### src/rtl/cpu_sequencer_pkg.sv
// Shared state/class enums, opcode constants and the opcode-to-class helper
// used by the CPU sequencer and by any datapath that needs the same decode.
package cpu_sequencer_pkg;

  typedef enum logic [2:0] {
    S_IDLE   = 3'd0,
    S_FETCH  = 3'd1,
    S_PC     = 3'd2,
    S_DECODE = 3'd3,
    S_EXEC   = 3'd4,
    S_HALT   = 3'd5
  } state_e;

  typedef enum logic [1:0] {
    CLS_ALU     = 2'd0,
    CLS_LOAD    = 2'd1,
    CLS_STORE   = 2'd2,
    CLS_ILLEGAL = 2'd3
  } iclass_e;

  localparam logic [5:0] OPC_LOAD    = 6'b011000;
  localparam logic [5:0] OPC_STORE   = 6'b011001;
  localparam int         OPC_ALU_BIT = 5;

  function automatic iclass_e decode_opcode(input logic [5:0] opcode);
    if (opcode[OPC_ALU_BIT])       return CLS_ALU;
    else if (opcode == OPC_LOAD)   return CLS_LOAD;
    else if (opcode == OPC_STORE)  return CLS_STORE;
    else                           return CLS_ILLEGAL;
  endfunction

endpackage

### src/rtl/cpu_seq_decode.sv
// Combinational opcode-to-instruction-class decode.
module cpu_seq_decode
  import cpu_sequencer_pkg::*;
(
  input  logic [5:0] opcode,
  output iclass_e    iclass
);

  assign iclass = decode_opcode(opcode);

endmodule

### src/rtl/cpu_sequencer.sv
// Instruction sequencer: FETCH -> PC -> DECODE -> EXEC handshake with sub-FSMs.
// Define CPU_SEQUENCER_WATCHDOG_EN to compile in the per-phase watchdog and HALT.
module cpu_sequencer
  import cpu_sequencer_pkg::*;
#(
  parameter int WIDTH       = 32,
  parameter int CNT_W       = 16,
  parameter int WDOG_CYCLES = 64
) (
  input  logic             clk,
  input  logic             reset,
  input  logic             go_contr,
  input  logic [WIDTH-1:0] instr,
  input  logic             fetch_done,
  input  logic             pc_done,
  input  logic             exec_done,
  output logic             go_fetch,
  output logic             go_pc,
  output logic             go_alu,
  output logic             go_load,
  output logic             go_store,
  output logic             busy,
  output logic             illegal,
  output logic [CNT_W-1:0] retired,
  output logic             timeout
);

  state_e  state, state_next;
  iclass_e cls_dec, cls_reg;
  logic    phase_expired;
  logic    unused_instr;

  // Only the opcode field steers the sequencer; the rest belongs to the datapath.
  assign unused_instr = ^instr;

  cpu_seq_decode u_decode (
    .opcode (instr[31:26]),
    .iclass (cls_dec)
  );

  always_ff @(posedge clk or posedge reset) begin
    if (reset) state <= S_IDLE;
    else       state <= state_next;
  end

`ifdef CPU_SEQUENCER_WATCHDOG_EN
  localparam int WD_W = $clog2(WDOG_CYCLES) + 1;
  logic [WD_W-1:0] wdog_cnt;

  // Restarts on every state entry, so each handshake phase gets its own budget.
  always_ff @(posedge clk or posedge reset) begin
    if (reset)
      wdog_cnt <= '0;
    else if (state_next != state)
      wdog_cnt <= '0;
    else if (state == S_FETCH || state == S_PC || state == S_EXEC)
      wdog_cnt <= wdog_cnt + 1'b1;
  end

  assign phase_expired = (wdog_cnt == WD_W'(WDOG_CYCLES - 1));
  assign timeout       = (state == S_HALT);
`else
  localparam int unused_wdog_cycles = WDOG_CYCLES;
  assign phase_expired = 1'b0;
  assign timeout       = 1'b0;
`endif

  always_comb begin
    state_next = state;
    case (state)
      S_IDLE:   if (go_contr) state_next = S_FETCH;
      S_FETCH:  if (fetch_done) state_next = S_PC;
                else if (phase_expired) state_next = S_HALT;
      S_PC:     if (pc_done) state_next = S_DECODE;
                else if (phase_expired) state_next = S_HALT;
      S_DECODE: if (cls_dec == CLS_ILLEGAL) state_next = go_contr ? S_FETCH : S_IDLE;
                else state_next = S_EXEC;
      S_EXEC:   if (exec_done) state_next = go_contr ? S_FETCH : S_IDLE;
                else if (phase_expired) state_next = S_HALT;
      S_HALT:   state_next = S_HALT;
      default:  state_next = S_IDLE;
    endcase
  end

  // Class is held for the whole EXEC phase even if instr changes underneath.
  always_ff @(posedge clk or posedge reset) begin
    if (reset) begin
      cls_reg <= CLS_ILLEGAL;
      illegal <= 1'b0;
      retired <= '0;
    end else begin
      if (state == S_DECODE) cls_reg <= cls_dec;
      illegal <= (state == S_DECODE) && (cls_dec == CLS_ILLEGAL);
      if (state == S_EXEC && exec_done) retired <= retired + 1'b1;
    end
  end

  always_comb begin
    go_fetch = 1'b0;
    go_pc    = 1'b0;
    go_alu   = 1'b0;
    go_load  = 1'b0;
    go_store = 1'b0;
    busy     = (state != S_IDLE);
    case (state)
      S_FETCH: go_fetch = 1'b1;
      S_PC:    go_pc    = 1'b1;
      S_EXEC: begin
        go_alu   = (cls_reg == CLS_ALU);
        go_load  = (cls_reg == CLS_LOAD);
        go_store = (cls_reg == CLS_STORE);
      end
      default: ;
    endcase
  end

endmodule

### config.mk
export PLATFORM = sky130hd
export DESIGN_NAME = cpu_sequencer
export DESIGN_NICKNAME = d
export VERILOG_FILES = /design/src/rtl/cpu_sequencer_pkg.sv /design/src/rtl/cpu_seq_decode.sv /design/src/rtl/cpu_sequencer.sv
export SDC_FILE = /design/constraint.sdc
export NUM_CORES = 1
export LEC_CHECK = 0
export ABC_AREA = 0
export BUFFER_PORTS_ARGS = -buffer_cell sky130_fd_sc_hd__buf_4
export CAP_MARGIN = 10
export CORE_MARGIN = 1
export CORE_UTILIZATION = 35
export CTS_CLUSTER_DIAMETER = 200
export DETAILED_ROUTE_END_ITERATION = 10
export HOLD_SLACK_MARGIN = 0.15
export PLACE_DENSITY = 0.66
export SLEW_MARGIN = 20
export SYNTH_ARGS = -nofsm -noshare
export SYNTH_HDL_FRONTEND = slang
export SYNTH_SLANG_ARGS = --single-unit
### constraint.sdc
create_clock -name clk -period 4.1 [get_ports clk]
set_input_delay 0.82 -clock clk [delete_from_list [all_inputs] [get_ports clk]]
set_output_delay 0.82 -clock clk [all_outputs]
set_load 0.01 [all_outputs]
==> results list, run 1 <==
- The post-route netlist has between 30% and 40% of its cells at a drive strength greater than 1.
- For this design the ratio of total power to cell area is 441 nW/um^2.
- The critical path in this run is classified as reg2out.
* Width of the die: ~60 um
- Final Power: roughly 0.63 mW
- Setup repair after global routing left no endpoint under its margin.
* Worst slew margin: between 40% and 50%
- Total routed wirelength: roughly 2100 um
- Data on the critical path arrives at its endpoint at 1.45 ns.
- Cell-internal power: 0.426 mW
- Worst hold path startpoint: retired[15]
* Top cell type by total area after synthesis: dfrtp_1
- For this design, the sink count on the clock tree is 22.
- The number of different library cells used by synthesis comes to 35.
- Traced cell by cell, the critical path runs through nor2_1 > nand2_1 > nor3b_1 > buf_4.
- The synthesized design contains 0 enable-type register cells.
- The region available for standard cell placement spans 3030 sq um.
- Worst setup EP type: primary output
* Routed wire per std cell: about 11 um
- Number of endpoints with negative hold slack in the final report: 0
* Minimum clock period after layout: 2.27 ns
- Port buffering added 34 buffers.
- In this run the number of H-tree levels came out at 1.
* Number of cells produced by synthesis: 107
* CP max FO: 11
- The number of nets in the synthesized netlist is around 150.
- The share of total power dissipated in combinational logic is between 30% and 40%.
* Die Area: 3410 sq um
- In this run switching power makes up between 30% and 40% of total power.
- Along the worst hold path, the cell count comes to 1.
* Antenna violations before repair: 0
- The path with the worst hold slack has its endpoint at retired[15].
- Of the synthesized area, sequential elements account for ~50%.
- The first detailed-routing pass ran for 4 iterations.
* Leakage power figure: 0.673 nW
- After Yosys synthesis, full adders, half adders and majority gates account for 1.12% of the synthesized area.
* Syn Std Cell Area: 1110 sq um
- Commonest register cell after synthesis: dfrtp_1
* Async set or reset register ratio after synthesis: 100%
- The synthesized netlist devotes about an eighth of its cell area to XOR and XNOR gates.
- dfrtp_1 is the most common cell in the netlist.
* Vias in the first global route: just over 800
- In this run, synthesis produced a sequential element count of 22.
- Global routing finished with a remaining overflow of 0.
- Global placement routability congestion: around 0.75
- FMAX: around 0.44 GHz
- Setup violations remaining at the end of the flow were counted as 0.
* Effective utilization at floorplan: about 37%
* Antenna cell count: 0
- I/O Pins: 62
* Setup bufs post-CTS: 0
* Worst path max stage delay: approximately 0.5 ns
* Number of warnings reported in the yosys synthesis log: 0
- For the worst-skew pair, the clock arrives at the later sink with an insertion delay of 0.30 ns.
- Per-instance average area after synthesis: 10.4 sq um
* Number of buffers on the longest clock path: 2
- STA classifies the critical path startpoint as a flop.
- The number of gates resized after CTS was 0.
- For this block, the initial DRC count from the detailed router was 29.
- The slowest stage of the critical path belongs to the cell dfrtp_1.
* Clk_skew: between 0.002 and 0.003 ns
* Run status: complete, no violations
- In the final design database the tool counted between 150 and 200 nets.
- Entering global routing, the biggest net connects 23 pins.
* Hold Buf Count CTS: 0
* Number of max-capacitance violations reported: 0
- After synthesis, the largest family of logic cells by area is simple AND/OR/NAND/NOR gates.
- Kind of path behind the tightest hold check: reg2reg
- The final critical path takes up ~55% of the cycle.
- Number of placement rows: 20
* Number of vias in the routed layout: between 800 and 900
- Maximum vdd ir drop: approximately 0.31 mV
- Part of the total power dissipated in the clock network: a little under a fifth
* Synth Area in Simple Gates: 27.2%
* Slew at the pin with the worst max-slew slack: ~0.80 ns
- The final number of max-transition violations is 0.
- After detailed routing, the number of remaining DRC violations is 0.
- Compared with the post-synthesis result, the final layout area differs by 28.7%.
- Antenna Violating Nets Remaining: 0
* Portion of total power attributed to sequential cells: between 50 and 60%
- The register with the most flip-flops in the layout has 16 of them.
- Setup tns final: 0 ns
- Counting cells, the worst reg-to-reg path comes to 4.
- Number of vias per cell: between 4 and 5
- Net Sw Power: just over 0.2 mW
- The root buffer cell chosen for the clock tree is clkbuf_4.
* HPWL after DPL: 1620 um
* TritonCTS clock tree: built
- In this run the critical register-to-register path is captured at retired[13].
- Vertical extent of the die: 58.4 um
* Fraction of the mapped netlist area in compound gates: under 10%
* Top cells by instance count after synthesis: dfrtp_1 (20), nand2_1 (15), xnor2_1 (10), nand3_1 (7), nor2_1 (6)
- The worst register-to-register path begins at state[1].
- In the global route stage, overall resource usage came out at between 10% and 20%.
- Area share of the largest cell type after synthesis: about 45%
- The first global-routing pass estimated approximately 3700 um of wire.
* Reg clk slew, reported paths: 0.12 ns
* Data required time of the critical path: roughly 3.3 ns
- CTS buffer count: 3
- Measured against the total synthesized area, the mux share comes to 0%.
- Top cells by area, synth: dfrtp_1 (45%), xnor2_1 (7.9%), nand2_1 (5.1%)
* Setup slack of the worst register-to-register path: approximately 2.5 ns
[worst max path at each step]
stage          cells after the start        to       from  slack [ns]
2_1_floorplan                      4  go_store   state[1]        2.20
4_1_cts                            4   go_load   state[1]        1.80
5_1_grt                            4  go_store   state[1]        1.64
3_5_place_dp                       5  state[0]  instr[28]        1.99
6_report                           4   go_load   state[1]        1.83
3_3_place_gp                       5  state[0]  instr[28]        2.08
[metrics by stage]
step | cell area [sq um] | hold slack [ns] | std cells | util [%] | setup slack (ns)
final | 1430 | 0.488 | 185 | 47.3 | 1.83
after global routing | 1430 | 0.527 | 185 | 47.3 | 1.64
after CTS | 1430 | 0.489 | 185 | 47.3 | 1.80
after detailed placement | 1400 | 0.467 | 181 | 46.1 | 1.99
after global placement | 1400 | 0.467 | 181 | 46.1 | 2.08
after floorplan | 1110 | 0.463 | 107 | - | 2.20
[layout make-up]
type	count	area, sq um
Tap cell	44	55.1
Timing Repair Buffer	34	255
Multi-Input combinational cell	78	520
Fill cell	289	1600
Clock buffer	4	36.3
Inverter	3	11.3
Sequential cell	22	553
[critical path: cells and delay by family (launching register included)]
kind | cells | cell delay [ns]
flip-flops | 1 | 0.50
AND/OR/NAND/NOR | 3 | 0.49
buffers and inverters | 1 | 0.16
[metal layers]
layer  routed length (um)  GRT usage, %  vias up
met3                  104          2.64        0
met5                    0             0        -
met2                 1020          23.3       28
met1                  996          18.8      412
li1                     -             -      433
met4                    0          3.06        0
[power groups by stage]
stage	combinational, mW	clock [mW]	sequential, mW
floorplan	0.151	0	0.297
finish	0.195	0.118	0.319
global placement	0.193	0	0.320
CTS	0.197	0.123	0.318
detailed placement	0.196	0	0.322
global route	0.214	0.129	0.329
[cells by family after synthesis]
family | count (synthesis)
AND/OR/NAND/NOR | 50
flip-flops | 22
XOR/XNOR | 15
AO/OA/AOI/OAI | 11
buffers and inverters | 7
adder cells (fa/ha/maj) | 1
other | 1
[cell usage in the layout (no fill, tap or decap), types with 3 or more instances in the layout]
master / instances
nand3_1: 7
dfrtp_1: 20
xor2_1: 5
nor3_1: 3
inv_1: 3
buf_4: 34
o21ai_0: 3
nor2_1: 6
xnor2_1: 10
nor3b_1: 3
clkbuf_4: 3
nand2_1: 15
No activity file was read; power rests on OpenSTA's default activity.
==> inputs of run 2 (changes only) <==
Settings changed: ABC_AREA 0 to 1, PLACE_DENSITY 0.66 to unset.
Clock period 4.1 ns to 2.13 ns, I/O delays scaled along.
==> results list, run 2 <==
- Effective utilization at floorplan: between 30 and 40%
* Starting DRC count in detailed routing: 41
- The count of final hold-check violations came to 0.
* Met1 layer usage reported by global route: between 10% and 20%
- Die Area: slightly below 4000 sq um
- Commonest cells after routing, fill and taps aside: nand2_1 (54), buf_4 (35), inv_1 (21)
- Critical register-to-register path endpoint: retired[15]
* Deepest level of the CTS H-tree: 1
* Post-route DRC: 0
* Setup slack of the worst register-to-register path: 0.60 ns
- Num Clock Sinks: 22
- Among all stages on the critical path, the largest delay is contributed by dfrtp_1.
- For this run, the detailed router's first-pass iteration total came to 4.
* Net Count, Synth: 208
- Top cells by area, synth: dfrtp_1 (38%), nand2_1 (16%), inv_1 (6.1%)
- The worst setup path is captured at a primary output.
* Maximum vdd ir drop: ~0.64 mV
* First-pass GRT wire length: approximately 4400 um
- Number of max-capacitance violations reported: 0
- FMAX: between 0.5 and 0.6 GHz
* Startpoint types: flop
* GR Util All Layers: between 10% and 20%
- The repair_antennas step left the layout with diodes totalling 0.
- Per-instance average area after synthesis: 7.70 sq um
- Setup repair after global routing left no endpoint under its margin.
* Antenna violations before repair: 0
- Number of synthesized flops with an enable pin: 0
- Vertical extent of the die: ~63 um
- nand2_1 is the most common cell in the netlist.
- I/O Pins: 62
- After synthesis the cells add up to approximately 1300 sq um.
- The finished cells cover between 1500 and 2000 sq um.
- The final number of max-transition violations came to 0.
- Once layout is complete, the utilization of the core stands at a little under half.
* Number of vias in the routed layout: between 1000 and 1500
- The Yosys step of the flow raised 0 warnings.
* GRT met2 Usage: 25.4%
- The detail route stage leaves a number of antenna-violating nets equal to 0.
- In this run the worst path has a maximum fanout of 6.
- Cells traversed along the worst timing path: nor2_4 > nand2_1 > nor3_1 > buf_4
- Clock-pin slew was measured on the worst setup and hold paths at about 0.08 ns.
* Setup violators final: 0
* Post-route worst hold slack: just over 0.2 ns
* Worst skew pair latency: 0.26 ns
- Sequential fraction of the synthesis area: a little over two fifths
- In this run, synthesis produced a sequential element count of 22.
- TritonCTS built the clock tree.
- Core Region: 3440 sq um
* Placed Instance Area: 1600 sq um
- Top cells by instance count after synthesis: nand2_1 (54), inv_1 (21), dfrtp_1 (20), nor2_1 (19), nand3_1 (8)
* Flip-flop count of the largest register, all copies and words added: 16
- Clock tree synthesis inserted a total of 3 buffers.
* Clk_skew: roughly 0.0052 ns
- GRT Residual Overflow: 0
- Number of buffers on the longest clock path: 2
* Leakage power figure: 0.861 nW
- At the end of routability-driven placement, the weighted congestion stood at between 0.7 and 0.8.
- Setup bufs post-CTS: 0
- Data arrival time of the critical path: around 1.4 ns
- Data required time of the critical path: 1.70 ns
- The clock period could shrink to around 1.8 ns.
- Maximum number of pins on one net before global-route repair: 23
- Of the cells placed in the final design, the portion with a size suffix greater than 1 is 24.3%.
- Number of placement rows: 21
- The via count of the first global-routing pass is 1048.
- Final net count: roughly 250
- From synthesis to final layout, the design area changed by 26.6%.
- Kind of critical path: reg2out
- After layout, the worst path uses between 80% and 90% of the clock period.
* Global-route layer with the greatest usage: met2
- HPWL after DPL: slightly above 2000 um
* Cell count of the worst reg-to-reg path: 8
- The number of different library cells used by synthesis comes to 28.
* CTS-repair resized insts: 0
* GR Util met3: ~1.6%
* PortBufs: 34
- CP Buf/Inv Count: 1
- Number of cells produced by synthesis: about 170
* Hold Buf Count CTS: 0
- Commonest non-fill, non-tap cell in the layout: nand2_1
- dfrtp_1 takes more of the synthesized area than any other cell.
- The top cell type by area accounts for between 30% and 40% of the synthesized area.
- Power spread over the standard cell area amounts to about 840 nW/um^2.
- Kind of path behind the tightest hold check: in2async
* Width of the die: between 60 and 70 um
- Total routed wirelength: roughly 2600 um
* Run status: complete, no violations
- Final Power: ~1.4 mW
- Number of vias per cell: between 4 and 5
- Among cell families on the critical path, the largest total delay comes from simple AND/OR/NAND/NOR gates.
- The worst register-to-register path begins at state[0].
- Dividing the detail-routed wire length by the instance count gives approximately 10 um.
- Worst path max stage delay: 0.46 ns
- For this run, the leading register cell type out of synthesis is dfrtp_1.
* Clk root buf: clkbuf_8
* Setup tns final: 0 ns
* Async set or reset register ratio after synthesis: 100%
==> run 2: cell count changes in the layout (fill, tap and decap cells not counted), moves of 3 or more <==
cell | previous run | this run
inv_1 | 3 | 21
nor2_4 | 0 | 4
clkbuf_4 | 3 | 0
nor3b_1 | 3 | 0
nor2_1 | 6 | 19
nand2_1 | 15 | 54
xnor2_1 | 10 | 5
==> run 2: cell type report <==
cell class	instances	area (sq um)
Inverter	22	87.6
Sequential cell	22	553
Clock buffer	4	45.0
Timing Repair Buffer	35	263
Multi-Input combinational cell	123	642
Tap cell	46	57.6
Fill cell	342	1790
==> run 2: kinds of logic after synthesis <==
kind of cell / count (synthesis) / synth area share (%)
fa+ha+maj: 1 / 0.961
other cells: 1 / 0.288
flops: 22 / 42.5
compound gates: 8 / 3.46
xor+xnor: 11 / 7.40
buf+inv: 24 / 8.17
simple gates: 102 / 37.2
==> run 2: how the worst max path moves through the flow <==
| stage | from | to | slack (ns) | depth (start not counted) |
|---|---|---|---|---|
| final | state[0] | go_store | 0.35 | 4 |
| after global routing | state[0] | go_store | 0.26 | 4 |
| after CTS | state[0] | go_store | 0.33 | 4 |
| after detailed placement | state[0] | retired[15] | 0.60 | 8 |
| after global placement | state[0] | retired[15] | 0.63 | 8 |
| after floorplan | state[0] | go_alu | 0.74 | 3 |
==> run 2: worst reg2reg max path, delay by kind of cell, from the launching register on <==
kind	cells	cell delay, ns
simple gates	8	0.97
flops	1	0.46
==> run 2: per-stage QoR <==
| step | setup slack (ns) | std cells |
|---|---|---|
| after detailed placement | 0.597 | 248 |
| after floorplan | 0.735 | 169 |
| after global routing | 0.260 | 252 |
| after CTS | 0.334 | 252 |
| final | 0.347 | 252 |
| after global placement | 0.626 | 248 |
==> run 2: power by group <==
part	internal, mW	total [mW]	switching, mW
combinational	0.218	0.493	0.275
sequential	0.514	0.625	0.111
clock	0.133	0.262	0.129
total	0.865	1.38	0.515
==> run 2: routing by layer <==
layer | vias up | routed length [um]
li1 | 598 | -
met1 | 537 | 1150
met2 | 36 | 1300
met3 | 2 | 117
met4 | 0 | 29
met5 | - | 0
